<file path="src/rtl/btn_symbol_capture.sv">
// Player button front end: synchronize/debounce three buttons, encode one press per arm cycle.
// Optional player timeout is built when BTN_CAPTURE_TIMEOUT_EN is defined.

module btn_symbol_capture_debounce #(
    parameter int DEBOUNCE_CYCLES = 4
) (
    input  logic clock,
    input  logic reset,
    input  logic raw,
    output logic level
);

    localparam int CW = $clog2(DEBOUNCE_CYCLES + 1);
    localparam logic [CW-1:0] CNT_LAST = CW'(DEBOUNCE_CYCLES - 1);

    logic          sync_q1;
    logic          sync_q2;
    logic [CW-1:0] cnt;

    // NOTE: sequential state uses <= so every flop samples pre-edge values, which is what
    // makes the two-stage synchronizer a real two-stage shift rather than a single wire.
    always_ff @(posedge clock or negedge reset) begin
        if (!reset) begin
            sync_q1 <= 1'b0;
            sync_q2 <= 1'b0;
            cnt     <= '0;
            level   <= 1'b0;
        end else begin
            sync_q1 <= raw;
            sync_q2 <= sync_q1;
            if (sync_q2 == level) begin
                cnt <= '0;
            end else if (cnt == CNT_LAST) begin
                // DEBOUNCE_CYCLES consecutive disagreeing samples, including this one.
                level <= sync_q2;
                cnt   <= '0;
            end else begin
                cnt <= cnt + 1'b1;
            end
        end
    end

endmodule

module btn_symbol_capture #(
    parameter int DEBOUNCE_CYCLES = 4,
    parameter int TIMEOUT_CYCLES  = 1000
) (
    input  logic       clock,
    input  logic       reset,
    input  logic [2:0] btn,
    input  logic       arm,
    output logic       sym_valid,
    output logic [1:0] sym,
    input  logic       sym_ready,
    output logic       sym_timeout,
    output logic       busy
);

    typedef enum logic [1:0] {
        IDLE,
        WAIT_PRESS,
        HOLD,
        WAIT_RELEASE
    } state_t;

    state_t     state_q;
    state_t     state_d;
    logic [2:0] deb;
    logic [2:0] deb_prev;
    logic       press;
    logic       to_fire;
    logic       timeout_q;
    logic       valid_d;
    logic [1:0] sym_d;
    logic       busy_d;

    always_ff @(posedge clock) begin
        assert (DEBOUNCE_CYCLES >= 1 && TIMEOUT_CYCLES >= 1);
    end

    for (genvar i = 0; i < 3; i++) begin : g_deb
        btn_symbol_capture_debounce #(
            .DEBOUNCE_CYCLES(DEBOUNCE_CYCLES)
        ) u_deb (
            .clock(clock),
            .reset(reset),
            .raw  (btn[i]),
            .level(deb[i])
        );
    end

    always_ff @(posedge clock or negedge reset) begin
        if (!reset) begin
            deb_prev <= 3'b000;
        end else begin
            deb_prev <= deb;
        end
    end

    // A press is the first debounced activity after all buttons were released.
    assign press = (deb_prev == 3'b000) && (deb != 3'b000);

    function automatic logic [1:0] encode(input logic [2:0] v);
        case (v)
            3'b001:  encode = 2'b00;
            3'b010:  encode = 2'b01;
            3'b100:  encode = 2'b10;
            default: encode = 2'b11;
        endcase
    endfunction

`ifdef BTN_CAPTURE_TIMEOUT_EN
    localparam int TW = $clog2(TIMEOUT_CYCLES + 1);
    localparam logic [TW-1:0] TO_LAST = TW'(TIMEOUT_CYCLES - 1);

    logic [TW-1:0] to_cnt;
    logic          timeout_d;

    // Held at zero outside WAIT_PRESS, so it starts from zero on every entry.
    always_ff @(posedge clock or negedge reset) begin
        if (!reset) begin
            to_cnt <= '0;
        end else if (state_q != WAIT_PRESS) begin
            to_cnt <= '0;
        end else if (to_cnt != TO_LAST) begin
            to_cnt <= to_cnt + 1'b1;
        end
    end

    assign to_fire = (state_q == WAIT_PRESS) && (to_cnt == TO_LAST);

    always_comb begin
        timeout_d = timeout_q;
        if (!arm) begin
            timeout_d = 1'b0;
        end else if (state_q == WAIT_PRESS) begin
            timeout_d = !press && to_fire;
        end else if (state_q == HOLD && sym_ready) begin
            timeout_d = 1'b0;
        end
    end

    always_ff @(posedge clock or negedge reset) begin
        if (!reset) begin
            timeout_q <= 1'b0;
        end else begin
            timeout_q <= timeout_d;
        end
    end
`else
    assign to_fire   = 1'b0;
    assign timeout_q = 1'b0;
`endif

    assign sym_timeout = timeout_q;

    // NOTE: every always_comb output gets a default first; a path that skips an
    // assignment would otherwise infer a latch.
    always_comb begin
        state_d = state_q;
        valid_d = sym_valid;
        sym_d   = sym;
        if (!arm) begin
            state_d = IDLE;
            valid_d = 1'b0;
        end else begin
            case (state_q)
                IDLE: begin
                    state_d = (deb == 3'b000) ? WAIT_PRESS : WAIT_RELEASE;
                end
                WAIT_PRESS: begin
                    if (press) begin
                        sym_d   = encode(deb);
                        valid_d = 1'b1;
                        state_d = HOLD;
                    end else if (to_fire) begin
                        sym_d   = 2'b11;
                        valid_d = 1'b1;
                        state_d = HOLD;
                    end
                end
                HOLD: begin
                    if (sym_ready) begin
                        valid_d = 1'b0;
                        // A timeout symbol has no buttons to wait on.
                        state_d = timeout_q ? WAIT_PRESS : WAIT_RELEASE;
                    end
                end
                WAIT_RELEASE: begin
                    if (deb == 3'b000) begin
                        state_d = WAIT_PRESS;
                    end
                end
                default: begin
                    state_d = IDLE;
                    valid_d = 1'b0;
                end
            endcase
        end
        busy_d = (state_d != IDLE);
    end

    always_ff @(posedge clock or negedge reset) begin
        if (!reset) begin
            state_q   <= IDLE;
            sym_valid <= 1'b0;
            sym       <= 2'b00;
            busy      <= 1'b0;
        end else begin
            state_q   <= state_d;
            sym_valid <= valid_d;
            sym       <= sym_d;
            busy      <= busy_d;
        end
    end

endmodule

</file>
<file path="config.mk">
export PLATFORM = sky130hd
export DESIGN_NAME = btn_symbol_capture
export DESIGN_NICKNAME = d
export VERILOG_FILES = /design/src/rtl/btn_symbol_capture.sv
export SDC_FILE = /design/constraint.sdc
export NUM_CORES = 1
export LEC_CHECK = 0
export BUFFER_PORTS_ARGS = -buffer_cell sky130_fd_sc_hd__buf_2
export CAP_MARGIN = 20
export CORE_MARGIN = 3
export CORE_UTILIZATION = 58
export DETAILED_ROUTE_END_ITERATION = 6
export MAX_ROUTING_LAYER = met4
export PLACE_DENSITY = 0.76
export SLEW_MARGIN = 20
export SYNTH_ARGS = -nofsm -noshare
export SYNTH_HDL_FRONTEND = slang
export SYNTH_SLANG_ARGS = --single-unit
</file>
<file path="constraint.sdc">
create_clock -name clock -period 3.5 [get_ports clock]
set_clock_uncertainty 0.05 [all_clocks]
set_input_delay 0.35 -clock clock [delete_from_list [all_inputs] [get_ports clock]]
set_output_delay 0.35 -clock clock [all_outputs]
set_load 0.005 [all_outputs]
</file>
[After elaboration in Yosys (flattened, before gate mapping)]
Cells that the tools add are included.
Word-level totals
  output and inout bits: 5
  bits in registers: 27
  logic and storage cells: 66
Operators by class
  reduce and logical (&&, ||, !) cells: 11
  mux-type cells: 17
  equality and inequality tests: 15
  $add $sub $neg: 3
  bitwise operators: 3
Operator list (number)
  two-way mux 3 bit: 6
  equality test 3 x 2 -> 1 bit, second input constant: 4
  two-way mux 2 bit: 5
  adder 3 x 1 -> 3 bit, second input constant: 3
  case mux 2 bit (4 select lines): 1
  logical NOT 3 bit: 2
  != test 3 bit, second input constant: 2
  case mux 2 bit (3 select lines): 1
  AND reduction 2 bit: 3
  AND reduction 3 bit: 2
  equality test 2 bit, second input constant: 2
  equality test 1 bit: 3
  equality test 3 x 1 -> 1 bit, second input constant: 1
  equality test 3 bit, second input constant: 1
  two-way mux 1 bit: 3
  != test 3 x 1 -> 1 bit, second input constant: 1
  inverter 1 bit: 3
  nonzero test 3 bit: 1
  equality test 2 x 1 -> 1 bit, second input constant: 1
  logical NOT 2 bit: 1
  case mux 1 bit (2 select lines): 1
  nonzero test 2 bit: 1
  logical AND 1 bit: 1

[Logic depth before layout (Yosys ltp)]
  word-level depth: 6
  gate-level depth with buffers: 3
  depth with buffers taken out: 3

[Cells and area by module]
Synthesis repeated with hierarchy kept, for this count alone.
Second synthesis, totals
  cell total of the unflattened synthesis: 71
  area total of the unflattened synthesis: 1031.0 µm²
By module, submodules not included
  btn_symbol_capture_debounce: area an instance 216.5 µm², cells an instance 13, seq. area each 150.1 µm², instances 3
  btn_symbol_capture: area an instance 381.6 µm², cells an instance 32, seq. area each 225.2 µm², instances 1

[Worst setup path after synthesis]
Ideal clock, no wire load.
  kind: register to register
  start point: register g_deb[0].u_deb.level
  end point: register sym_valid
  period minus slack after synthesis: 1.374 ns
  setup slack: 2.126 ns
  data arrival time: 1.201 ns
  cell stages (with the launch flop): 4
  library setup time: 0.123 ns
  cell sequence: dfrtp_1 > or3_4 > and2_1 > o221a_1
On the way
  word-level cells in the longest chain between the ends: 4
Ends and longest elaborated chain
  from (decl): RTL line 10  | output logic level
  from (signal assigned): RTL line 35  | level <= sync_q2;
  nonzero test 3 bit: RTL line 102  | assign press = (deb_prev == 3'b000) && (deb != 3'b000);
  logical AND 1 bit: RTL line 102
  != test 3 bit (no line)
  AND reduction 3 bit (no line)
  to (signal assigned): RTL line 212  | sym_valid <= valid_d;
  to (decl): RTL line 53  | output logic sym_valid,
No other way between the ends.
A chain may end at the register's enable or synchronous reset.

[Worst setup path in the final report]
Same ends and word-level chain as after synthesis.

==> reports/metrics.cfg <==
[yosys]
synthCells=72
synth-simple-area-share=0.126
synth_mux_area_frac=0.0536
ys_seq_area_frac=0.673
synthXorXnorAreaFrac=0.0436
avgSynthCellArea_um2=13.9
synth-seq-cells=27
synth_fa_ha_area_frac=0.0374
synth_nets=82
synth_top_family_by_area=simple AND/OR/NAND/NOR gates
synth-edff-count=0
synth_cell_types=22
yosysWarnings=0
async_flop_share=1.00
synth-compound-area-share=0.0436
syn_area_mm2=0.00100
ys.flop_type=dfrtp_1

[cts]
post-cts-setup-buffers=0
cts_hold_buf=1
cts_resized=0
h-tree-depth=1
clkTransAtPathRegs_ps=130
cts_buffer_depth=2
clock-root-buffer=clkbuf_4
insertion_delay_ps=310
clock-sinks=27
cts_buffers=3
cts_tree=done

[timing]
worst_pin_slew_ps=548
fin_tns_setup_ps=0
hold_viol=0
max_freq_mhz=692
rsz0062_at_grt=false
finalSetupViolCount=0
fin_crit_ps=1450
timing.final.max_slew_violations=0
min_period_over_period=0.413
timing.hold.ws_ps=86.4
slew-limit-headroom=0.634

[placement]
post-dp-hpwl_um=920
dp_cells=96
place.gp.congestion=0.813
placed_area_mm2=0.00106
io_buffers=10

[power]
p_leak_nw=0.532
peakVddDrop_uv=422
internal-power_mw=0.556
p_sw_frac=0.301
p_per_area_mw_per_mm2=724
pwr-share-seq=0.590
power_frac_comb=0.257
switchingPower_mw=0.240
pwr-share-clk=0.153

[setup_path]
worstSetupStartpointType=flip-flop
arrival_ps=1610
worstSetupPathType=flip-flop to flip-flop
critPathRequiredTime_ps=3660
crit_fanout=6
critPathCaptureType=flip-flop

[cells_and_area]
nets=96
final_cell_count_no_fill=101
final_util=0.705
num_antenna_cells=0
postLayoutCellArea_mm2=0.00110
drive_gt1_frac=0.212
area_growth_pct=9.60
fill_cells=110

[global_routing]
grt_pass1_wl_mm=2.05
grt_start_max_net_pins=28
overflow=0
grt_use_total=0.136
antenna_found_initial=0
grt_pass1_vias=497

[route]
first_pass_iters=4
drtAntennaViolNets=0
vias=528
vias_per_cell=5.23
wirelength_mm=1.22
drtIter0Drc=3
wl_per_cell_um=12.0
drcViolationCount=0

[job]
cap_violations=0

[floorplan]
ios=12
die_h_um=47.6
core.rowCount=14
start_util=0.644
core_mm2=0.00156
die_area_mm2=0.00227
die_x_um=47.6

[worst_hold_path]
hold_path_class=input pin to flip-flop

[status]
status=complete, no violations

==> per-layer routing <==
metal  part of all wire  track usage  vias to the layer above
met5                  0            -                        -
met4             0.0099       0.0914                        0
met3              0.042       0.0226                        2
met2               0.46        0.198                       10
met1               0.49        0.174                      246
li1                   -            -                      270
==> through the flow <==
stage,setup slack [ps],total power [mW]
after floorplan,2130,0.621
after global placement,2100,0.669
after detailed placement,2060,0.685
after CTS,2050,0.809
after global routing,1990,0.863
final,2050,0.796
==> worst max-delay path, stage by stage, from the launching register on <==
cell and delay (ps):
dfrtp_1 480, or3_4 430, and2_1 160, o221a_1 230
==> cell usage after synthesis, types with 2 or more instances <==
cell type | count | area share
nor3b_1 | 5 | 0.037
a21oi_1 | 2 | 0.010
ha_1 | 3 | 0.037
xnor2_1 | 5 | 0.044
dfrtp_1 | 27 | 0.67
nor2b_1 | 4 | 0.025
mux2i_1 | 2 | 0.020
nor2_1 | 2 | 0.0075
mux2_2 | 3 | 0.034
o21ai_0 | 3 | 0.015
inv_1 | 2 | 0.0075
nor3_1 | 4 | 0.020
==> registers in the layout, summed over array words and instances (netlist names) <==
name / cells
state_q: 2
deb_prev: 3
g_deb.u_deb.sync_q1: 3
g_deb.u_deb.level: 3
busy: 1
sym_valid: 1
g_deb.u_deb.cnt: 9
sym: 2
g_deb.u_deb.sync_q2: 3
==> final timing paths <==
kind	from	end	slack, ps	depth (start not counted)
min reg2reg	g_deb[1].u_deb.sync_q1	g_deb[1].u_deb.sync_q2	310	0
min	btn[0]	g_deb[0].u_deb.sync_q1	90	1
max reg2reg	g_deb[0].u_deb.level	sym_valid	2050	3
min in group asynchronous	reset	busy	500	2
max	g_deb[0].u_deb.level	sym_valid	2050	3
max in group asynchronous	reset	g_deb[1].u_deb.cnt[1]	2540	2
==> layout by cell type (no fill, tap or decap), drive strengths merged <==
| cell | count |
|---|---|
| clkbuf | 3 |
| nor2b | 4 |
| nand4 | 1 |
| inv | 2 |
| nor3b | 5 |
| and2 | 1 |
| a21boi | 1 |
| o221a | 1 |
| o21ai | 3 |
| clkinv | 1 |
| xnor2 | 5 |
| mux2i | 2 |
| a21oi | 2 |
| dfrtp | 27 |
| mux2 | 3 |
| nor3 | 4 |
| nand2b | 1 |
| conb | 1 |
| nor4 | 1 |
| dlygate4sd3 | 1 |
| nor2 | 2 |
| buf | 10 |
| or3 | 1 |
| ha | 3 |
==> cells by family (layout without fill, tap and decap cells) <==
logic type,count (synthesis),after routing
buffers and inverters,4,17
other,1,1
AOI/OAI and AO/OA,7,7
muxes,5,5
and+or+nand+nor,20,20
xor gates and xnor gates,5,5
DFF,27,27
adders and majority gates,3,3
==> power groups by stage <==
stage	Combinational, mW	Clock [mW]	Sequential, mW
floorplan	0.158	0	0.463
global placement	0.198	0	0.471
detailed placement	0.207	0	0.477
CTS	0.209	0.130	0.471
global route	0.238	0.141	0.485
finish	0.205	0.122	0.469
==> layout make-up <==
class                           instances  area, um2  share of cell area
Timing Repair Buffer                   11       60.1              0.0546
Clock buffer                            3       22.5              0.0205
Multi-Input combinational cell         41        309               0.281
Inverter                                2       7.51             0.00683
Clock inverter                          1       5.00             0.00455
Tap cell                               16       20.0              0.0182
Sequential cell                        27        676               0.614
Note: power is estimated with default switching activity, not from simulation.
